--- src/rtl/seq_alu.sv ---
// seq_alu: handshaked multi-cycle ALU, W-bit operands, 2W-bit registered result.
// Define SEQ_ALU_MOD_EN to build the iterative modulo datapath for op 110.
module seq_alu #(
  parameter int unsigned W = 4
) (
  input  logic           clk,
  input  logic           rst,
  input  logic           in_valid,
  output logic           in_ready,
  input  logic [W-1:0]   a,
  input  logic [W-1:0]   b,
  input  logic [2:0]     sel,
  output logic           out_valid,
  input  logic           out_ready,
  output logic [2*W-1:0] alu,
  output logic           parity,
  output logic           err
);

  localparam int unsigned SW = $clog2(W);
  localparam int unsigned CW = SW + 1;

  localparam logic [2:0] StIdle = 3'd0;
  localparam logic [2:0] StMul  = 3'd1;
  localparam logic [2:0] StRot  = 3'd2;
  localparam logic [2:0] StDone = 3'd4;

  localparam logic [CW-1:0] CntOne  = CW'(1);
  localparam logic [CW-1:0] MulLast = CW'(W - 1);
  localparam logic [CW:0]   RotFull = (CW + 1)'(2 * W);

  logic [2:0]     state_q, state_d;
  logic [2*W-1:0] sh_q, sh_d;
  logic [2*W-1:0] acc_q, acc_d;
  logic [2*W-1:0] alu_q, alu_d;
  logic [W-1:0]   mp_q, mp_d;
  logic [CW-1:0]  rot_q, rot_d;
  logic [CW-1:0]  cnt_q, cnt_d;
  logic           parity_q, parity_d;
  logic           err_q, err_d;

  logic [2*W-1:0] a_x, b_x, simple_res, rot_res;
  logic [CW:0]    rot_inv;

  assign a_x = {{W{1'b0}}, a};
  assign b_x = {{W{1'b0}}, b};

  always_comb begin
    simple_res = '0;
    case (sel)
      3'b000:  simple_res = {{W{1'b0}}, ~(a & b)};
      3'b001:  simple_res = -b_x;
      3'b010:  simple_res = {a | b, a | b};
      3'b011:  simple_res = {a ^ b, ~(a | b)};
      3'b100:  simple_res = (a >= b) ? (a_x << b[SW-1:0]) : (b_x << a[SW-1:0]);
      3'b101:  simple_res = {a, b};
      default: simple_res = '0;
    endcase
  end

  // A right shift by the full width yields zero, so rotate-by-0 returns the product unchanged.
  assign rot_inv = RotFull - {1'b0, rot_q};
  assign rot_res = (acc_q << rot_q) | (acc_q >> rot_inv);

`ifdef SEQ_ALU_MOD_EN
  localparam logic [2:0]    StMod   = 3'd3;
  localparam logic [CW-1:0] ModLast = CW'(2 * W - 1);

  logic [W-1:0]   a_q, a_d, b_q, b_d, rem_q, rem_d, rem_nx;
  logic [W:0]     rem_sh, rem_diff;
  logic [2*W-1:0] mod_res;

  // Restoring step: a borrow out of the top bit means the trial subtraction is discarded.
  always_comb begin
    rem_sh   = {rem_q, sh_q[2*W-1]};
    rem_diff = rem_sh - {1'b0, b_q};
    rem_nx   = rem_diff[W] ? rem_sh[W-1:0] : rem_diff[W-1:0];
    mod_res  = (b_q == '0) ? {a_q, a_q} : {{W{1'b0}}, rem_nx};
  end
`endif

  always_comb begin
    state_d = state_q;
    sh_d    = sh_q;
    acc_d   = acc_q;
    mp_d    = mp_q;
    rot_d   = rot_q;
    cnt_d   = cnt_q;
    alu_d   = alu_q;
    err_d   = err_q;
`ifdef SEQ_ALU_MOD_EN
    a_d     = a_q;
    b_d     = b_q;
    rem_d   = rem_q;
`endif
    case (state_q)
      StIdle: begin
        if (in_valid) begin
          err_d = 1'b0;
          cnt_d = '0;
          case (sel)
            3'b111: begin
              state_d = StMul;
              sh_d    = a_x;
              mp_d    = b;
              acc_d   = '0;
              rot_d   = b[CW-1:0];
            end
            3'b110: begin
`ifdef SEQ_ALU_MOD_EN
              state_d = StMod;
              sh_d    = {a, a};
              rem_d   = '0;
              a_d     = a;
              b_d     = b;
`else
              state_d = StDone;
              alu_d   = '0;
              err_d   = 1'b1;
`endif
            end
            default: begin
              state_d = StDone;
              alu_d   = simple_res;
            end
          endcase
        end
      end
      StMul: begin
        if (mp_q[0]) acc_d = acc_q + sh_q;
        sh_d  = sh_q << 1;
        mp_d  = mp_q >> 1;
        cnt_d = cnt_q + CntOne;
        if (cnt_q == MulLast) state_d = StRot;
      end
      StRot: begin
        alu_d   = rot_res;
        state_d = StDone;
      end
`ifdef SEQ_ALU_MOD_EN
      StMod: begin
        rem_d = rem_nx;
        sh_d  = sh_q << 1;
        cnt_d = cnt_q + CntOne;
        if (cnt_q == ModLast) begin
          alu_d   = mod_res;
          err_d   = (b_q == '0);
          state_d = StDone;
        end
      end
`endif
      StDone: begin
        if (out_ready) state_d = StIdle;
      end
      default: state_d = StIdle;
    endcase
    parity_d = ^alu_d;
  end

  always_ff @(posedge clk) begin
    if (rst) begin
      state_q  <= StIdle;
      sh_q     <= '0;
      acc_q    <= '0;
      mp_q     <= '0;
      rot_q    <= '0;
      cnt_q    <= '0;
      alu_q    <= '0;
      parity_q <= 1'b0;
      err_q    <= 1'b0;
`ifdef SEQ_ALU_MOD_EN
      a_q      <= '0;
      b_q      <= '0;
      rem_q    <= '0;
`endif
    end else begin
      state_q  <= state_d;
      sh_q     <= sh_d;
      acc_q    <= acc_d;
      mp_q     <= mp_d;
      rot_q    <= rot_d;
      cnt_q    <= cnt_d;
      alu_q    <= alu_d;
      parity_q <= parity_d;
      err_q    <= err_d;
`ifdef SEQ_ALU_MOD_EN
      a_q      <= a_d;
      b_q      <= b_d;
      rem_q    <= rem_d;
`endif
    end
  end

  assign in_ready  = (state_q == StIdle);
  assign out_valid = (state_q == StDone);
  assign alu       = alu_q;
  assign parity    = parity_q;
  assign err       = err_q;

endmodule
--- config.mk ---
export PLATFORM = sky130hd
export DESIGN_NAME = seq_alu
export DESIGN_NICKNAME = d
export VERILOG_FILES = /design/src/rtl/seq_alu.sv
export SDC_FILE = /design/constraint.sdc
export NUM_CORES = 1
export LEC_CHECK = 0
export ABC_AREA = 0
export CORE_MARGIN = 1
export CORE_UTILIZATION = 50
export DETAILED_ROUTE_END_ITERATION = 6
export GPL_TIMING_DRIVEN = 0
export HOLD_SLACK_MARGIN = 0.05
export PLACE_DENSITY = 0.72
export SETUP_SLACK_MARGIN = 0.3
export SYNTH_ARGS = -nofsm -noshare
export SYNTH_HDL_FRONTEND = slang
export SYNTH_SLANG_ARGS = --single-unit
--- constraint.sdc ---
create_clock -name clk -period 3.7 [get_ports clk]
set_input_delay 0.74 -clock clk [delete_from_list [all_inputs] [get_ports clk]]
set_output_delay 0.74 -clock clk [all_outputs]
set_load 0.05 [all_outputs]
==> results of run 1 <==
[critical path: cells and delay by family]
family | cells | cell delay, ns
and+or+nand+nor | 1 | 0.09
xor gates and xnor gates | 2 | 0.46
AOI/OAI and AO/OA | 4 | 0.96
adders and majority gates | 1 | 0.23
muxes | 2 | 0.59
buffers and inverters | 4 | 0.48
[metal layers]
metal	vias to the layer above	routed length (um)	track usage [%]
met3	26	604	4.00
met5	-	0	0
li1	1727	-	-
met1	1706	4630	39.2
met2	125	4620	44.9
met4	0	247	8.79
[metrics by stage]
| step | cell area (um2) | instances | utilization, % |
|---|---|---|---|
| 6_report | 4330 | 592 | 63.4 |
| 3_5_place_dp | 4000 | 566 | 58.5 |
| 4_1_cts | 4290 | 590 | 62.8 |
| 5_1_grt | 4330 | 592 | 63.4 |
| 2_1_floorplan | 3640 | 446 | - |
| 3_3_place_gp | 4000 | 566 | 58.5 |
[synthesized netlist by cell type (all sizes together) (2+ instances only)]
master    n  share of area, %
and2      8               1.4
a21o      6               1.3
o211ai    4              0.84
a22oi     9               1.9
or2       2              0.35
and3      3              0.53
mux4      4               2.6
nand2    43               4.5
nor3b     5               1.2
o21a      4              0.84
mux2i    24               6.7
a31oi     9               1.6
nor3     12               1.7
nor2b     5              0.88
a2111oi   4               1.5
nand2b    7               1.2
clkbuf   20               3.2
a221oi    3               1.2
xnor2     4              0.98
ha       26               9.1
buf      12               2.2
a311o     2              0.56
o21ai    23               3.2
dfxtp    39                22
o21bai    3              0.63
inv      16               1.7
o221ai    2              0.49
nand3b    2              0.42
nor2     38               4.1
a211oi    8               1.8
xor2      7               1.9
nand4b    3              0.74
a2bb2oi   2              0.49
mux2      6               2.1
o22ai     5              0.88
nand3    18               2.5
a21oi    40               5.6
[state kept, by name, indices dropped and copies added, names as in the netlist]
signal	count
alu	8
err	1
rot_q	3
sh_q	8
mp_q	4
parity	1
cnt_q	3
acc_q	8
state_q	3
[cells by family after synthesis]
logic type,after synthesis
DFF,39
adders and majority gates,27
AOI/OAI and AO/OA,134
xor gates and xnor gates,12
buffers and inverters,50
muxes,34
and+or+nand+nor,150
[final timing paths]
path	start	endpoint	slack [ns]	cells past startpoint
setup reg to reg	rot_q[1]$_SDFFE_PP0P_	parity$_SDFF_PP0_	0.45	14
hold / removal	mp_q[1]$_SDFFE_PP0P_	mp_q[1]$_SDFFE_PP0P_	0.47	2
hold reg to reg	mp_q[1]$_SDFFE_PP0P_	mp_q[1]$_SDFFE_PP0P_	0.47	2
setup / recovery	a[1]	parity$_SDFF_PP0_	0.35	14
[what timing repair did]
| action | 4_1_cts | 5_1_grt |
|---|---|---|
| endpoints found under the hold margin | 0 | 0 |
| endpoints found under the setup margin | 1 | 2 |
| hold buffers | 0 | 0 |
| buffers inserted | 16 | 2 |
| gates resized for setup | 42 | 17 |
| pin swaps | 9 | 7 |
[final cells by class]
cell class | instances | area share [%]
well taps | 96 | 2.77
plain buffers | 33 | 5.66
repair buffers | 42 | 8.29
flip-flops and latches | 39 | 18.0
inverters | 17 | 1.96
multi-input cells | 357 | 60.6
clock buffers | 6 | 1.91
clock inverters | 2 | 0.809
[power breakdown]
group	internal, W	switching [W]	total [W]
Combinational	0.000180	0.000230	0.000410
Clock	0.000218	0.000160	0.000378
Sequential	0.000437	0.0000138	0.000451
==> results.yml, run 1 <==
synth:
  synth_edf_count: 0
  ys_seq_area_share_pct: 21.9
  synthXorXnorAreaFrac_pct: 3.54
  syn_area_mm2: 0.00357
  synth_ff_type: "dfxtp_1"
  synthDistinctLibCells: 72
  syn_nets: 488
  yosysWarnings: 0
  ys_seq_elements: 39
  synthAdderAreaFrac_pct: 9.68
  synth_top_family_by_area: "compound AO/OA/AOI/OAI gates"
  synthSimpleGateAreaFrac_pct: 20.4
  synth_compound_area_share_pct: 25.6
  synthMuxAreaShare_pct: 11.5
  synthCells: 446
  synth-async-reset-ratio_pct: 0
  syn_area_per_cell_um2: 8.00
clock_network:
  htreeDepth: 2
  cts_root_buffer: "clkbuf_8"
  cts.sinks: 39
  clock_path_buffers: 2
  tritoncts: "yes"
  clkLatencyLatePin_ns: 0.30
  cts_buffers: 5
  cts.clk_slew.worst_paths_ns: 0.08
routing:
  firstDrtPassIters: 5
  ant_nets: 0
  via_count: 3584
  via_per_inst: 6.05
  drc_errors: 0
  routedWlPerCell_um: 17.1
  drtIter0Drc: 371
  routed_wirelength_mm: 10.1
finish:
  layout_commonest_cell: "nand2_1"
  fill_cells: 620
  area_delta_synth_final_pct: 21.4
  layout_common_cells: "nand2_1, a21oi_1, dfxtp_1"
  drive_gt1_share_pct: 18.5
  multiInputGateArea_mm2: 0.00262
  finalNetCount: 537
  num_antenna_cells: 0
  regArea_um2: 781
global_routing:
  groute.usage.overall_pct: 28.1
  grt_max_degree: 13
  antenna_found_initial: 0
  grt_overflow_total: 0
  grt_pass1_vias: 3283
  grt_pass1_wl_mm: 16.4
die:
  dieHeight_um: 86.5
  die_x_um: 86.5
  initial_core_util_pct: 52.2
  ioPinCount: 27
  core-area_mm2: 0.00683
  die_area_mm2: 0.00748
  rows: 30
sta:
  finalHoldViolations: 0
  fin_skew_ns: 0.00546
  worst_slew_pin_slew_ns: 0.714
  fmax_ghz: 0.299
  fin_crit_sh_pct: 90.5
  finalCriticalPeriod_ns: 3.35
  report.final.slew_viol_count: 0
  setup_tns_ns: 0
  rsz0062_at_grt: "no"
  layout_setup_ws_ns: 0.351
  setup_viol: 0
  slew_headroom_pct: 52.1
  hold_ws_ns: 0.469
power_and_ir_drop:
  leakage_nw: 1.77
  vdd_drop_max_uv: 201
  powerDensity_mw_per_mm2: 286
  total_power_w: 0.00124
flow_run:
  max_cap_violations: 0
critical_path:
  end_kind: "flop"
  cp_max_fo: 6
  crit_chain: "buf_2, buf_6, inv_4, ha_4, a21o_1, a221oi_4, buf_6, mux2_4, o2bb2ai_2, a221o_1, xor2_1, xnor2_1, nor2_1, mux2_4"
  crit_type: "input pin to flop"
  critPathLaunchType: "input pin"
  crit_required_ns: 3.89
  cp.arrival_ns: 3.53
  cpPeakStageDelay_ns: 0.33
  slowest_stage: "a221o_1"
place:
  dpl.hpwl_mm: 7.50
  dp_worst_setup_slack_ns: -0.777
  port_buffers: 24
  place.gp.congestion: 0.906
min_path:
  worstHoldPathType: "flop to flop"
status:
  status: "completed"
No activity file was read; power rests on OpenSTA's default activity.
==> inputs of run 2 (changes only) <==
--- a/config.mk
+++ b/config.mk
@@ -6,12 +6,14 @@
 export NUM_CORES = 1
 export LEC_CHECK = 0
 export ABC_AREA = 0
+export CELL_PAD_IN_SITES_DETAIL_PLACEMENT = 0
+export CELL_PAD_IN_SITES_GLOBAL_PLACEMENT = 2
 export CORE_MARGIN = 1
-export CORE_UTILIZATION = 50
+export CORE_UTILIZATION = 32
 export DETAILED_ROUTE_END_ITERATION = 6
 export GPL_TIMING_DRIVEN = 0
 export HOLD_SLACK_MARGIN = 0.05
-export PLACE_DENSITY = 0.72
+export PLACE_DENSITY = 0.76
 export SETUP_SLACK_MARGIN = 0.3
 export SYNTH_ARGS = -nofsm -noshare
 export SYNTH_HDL_FRONTEND = slang
==> run 2 against run 1 <==
  * Worst hold slack improved by 0.0033 ns
  * Global-route usage is 8.3 points lower
  * Register-to-register slack better by 0.02 ns
  * Critical path depth stayed put
  * Sequential cell count stayed put
  * Largest power group unchanged
==> results.yml, run 2 (same netlist as run 1, synthesis figures left out) <==
routing:
  via_count: 3454
  routed_wirelength_mm: 11.1
  ant_nets: 0
  drtIter0Drc: 221
  met3_length_um: 389
  top_layer: "met4"
  routedWlPerCell_um: 17.6
  wl_met1_mm: 5.53
  drc_errors: 0
  wl_met2_mm: 5.16
  via_per_inst: 5.45
  firstDrtPassIters: 4
power_and_ir_drop:
  clockPowerShare_pct: 27.5
  p_switching_w: 0.000419
  combPwrFrac_pct: 34.3
  swShare_pct: 35.4
  powerDensity_mw_per_mm2: 271
  leakage_nw: 1.75
  vdd_drop_max_uv: 170
  total_power_w: 0.00118
  power.internal_w: 0.000763
  pwr-share-seq_pct: 38.2
finish:
  final_area_mm2: 0.00436
  drive_gt1_share_pct: 19.0
  layout_commonest_cell: "nand2_1"
  num_antenna_cells: 0
  area_delta_synth_final_pct: 22.3
  finalNetCount: 535
  regArea_um2: 781
  layout_common_cells: "nand2_1, a21oi_1, dfxtp_1"
  fill_cells: 1184
  multiInputGateArea_mm2: 0.00265
place:
  dp_worst_setup_slack_ns: -0.872
  place_area_mm2: 0.00405
  dpl.hpwl_mm: 8.46
  port_buffers: 24
  place.gp.congestion: 0.836
die:
  die_x_um: 108
  die_area_mm2: 0.0116
  core-area_mm2: 0.0108
  ioPinCount: 27
  initial_core_util_pct: 32.9
  dieHeight_um: 108
  rows: 38
sta:
  finalHoldViolations: 0
  fin_skew_ns: 0.0153
  setup_tns_ns: 0
  setup_viol: 0
  slew_headroom_pct: 51.1
  worst_slew_pin_slew_ns: 0.728
  layout_setup_ws_ns: 0.379
  report.final.slew_viol_count: 0
  finalCriticalPeriod_ns: 3.32
  fmax_ghz: 0.301
  rsz0062_at_grt: "no"
  fin_crit_sh_pct: 89.8
flow_run:
  max_cap_violations: 0
critical_path:
  crit_required_ns: 3.89
  crit_type: "input pin to flop"
  rr_worst_depth: 14
  critPathLaunchType: "input pin"
  r2r_setup_slack_ns: 0.47
  end_kind: "flop"
  cp.arrival_ns: 3.51
  r2r_start: "rot_q[1]$_SDFFE_PP0P_"
  timing.rr.end: "parity$_SDFF_PP0_"
  cp_max_fo: 6
global_routing:
  antenna_found_initial: 0
  grt_pass1_wl_mm: 17.5
  grt_overflow_total: 0
  grt_max_degree: 14
  grt_pass1_vias: 3261
  groute.usage.overall_pct: 19.8
clock_network:
  htreeDepth: 2
  clock_path_buffers: 2
  tritoncts: "yes"
  clkLatencyLatePin_ns: 0.30
  cts.clk_slew.worst_paths_ns: 0.09
  cts_buffers: 5
  cts.sinks: 39
  cts_root_buffer: "clkbuf_8"
  postCtsHoldBufs: 0
min_path:
  hold_depth: 2
  hold_path_end: "mp_q[3]$_SDFFE_PP0P_"
  min-delay-start: "mp_q[3]$_SDFFE_PP0P_"
  worstHoldPathType: "flop to flop"
status:
  status: "completed"
-- run 2: worst max path at each step --
stage | from | to | slack (ns) | cells after the start
after global routing | rot_q[1]$_SDFFE_PP0P_ | parity$_SDFF_PP0_ | 0.31 | 14
final | a[1] | parity$_SDFF_PP0_ | 0.38 | 14
after global placement | a[1] | parity$_SDFF_PP0_ | -0.87 | 12
after detailed placement | a[1] | parity$_SDFF_PP0_ | -0.87 | 12
after CTS | b[2] | parity$_SDFF_PP0_ | 0.33 | 13
after floorplan | a[0] | parity$_SDFF_PP0_ | 0.31 | 12
-- run 2: metal layers --
| metal | track usage (%) | vias to the layer above |
|---|---|---|
| met5 | 0 | - |
| met4 | 3.42 | 0 |
| met3 | 2.06 | 8 |
| met2 | 32.4 | 74 |
| met1 | 28.2 | 1656 |
| li1 | - | 1716 |
-- run 2: power groups by stage --
stage / clock [W] / sequential, W / combinational (W)
after global placement: 0 / 0.000462 / 0.000370
after floorplan: 0 / 0.000501 / 0.000218
final: 0.000325 / 0.000452 / 0.000405
after CTS: 0.000335 / 0.000453 / 0.000395
after detailed placement: 0 / 0.000462 / 0.000371
after global routing: 0.000350 / 0.000454 / 0.000437
-- run 2: area by class of cell --
cell class	instances	share of cell area (%)
plain buffers	33	5.68
inverters	17	1.84
clock inverters	2	0.373
well taps	140	4.01
multi-input cells	357	60.6
clock buffers	6	1.89
repair buffers	40	7.69
flip-flops and latches	39	17.9
-- run 2: per-stage QoR --
| stage | hold WS [ns] | util (%) | std cells |
|---|---|---|---|
| 2_1_floorplan | 0.442 | - | 446 |
| 3_3_place_gp | 0.457 | 37.4 | 610 |
| 3_5_place_dp | 0.460 | 37.4 | 610 |
| 4_1_cts | 0.474 | 39.4 | 627 |
| 5_1_grt | 0.486 | 40.2 | 634 |
| 6_report | 0.472 | 40.2 | 634 |
-- run 2: timing repair --
action,in CTS,in global routing
pin swaps,9,6
setup buffers,9,7
gates resized for setup,50,15
setup endpoints to repair,3,1
-- run 2: worst max-delay path, stage by stage --
cell and delay (ns):
buf_2 0.14, buf_6 0.13, inv_2 0.09, ha_4 0.21, a21o_1 0.18, a221oi_4 0.27, buf_6 0.17, mux2_4 0.31
o2bb2ai_2 0.13, a221o_1 0.32, xor2_1 0.16, xnor2_1 0.30, nor2_1 0.09, mux2_4 0.27
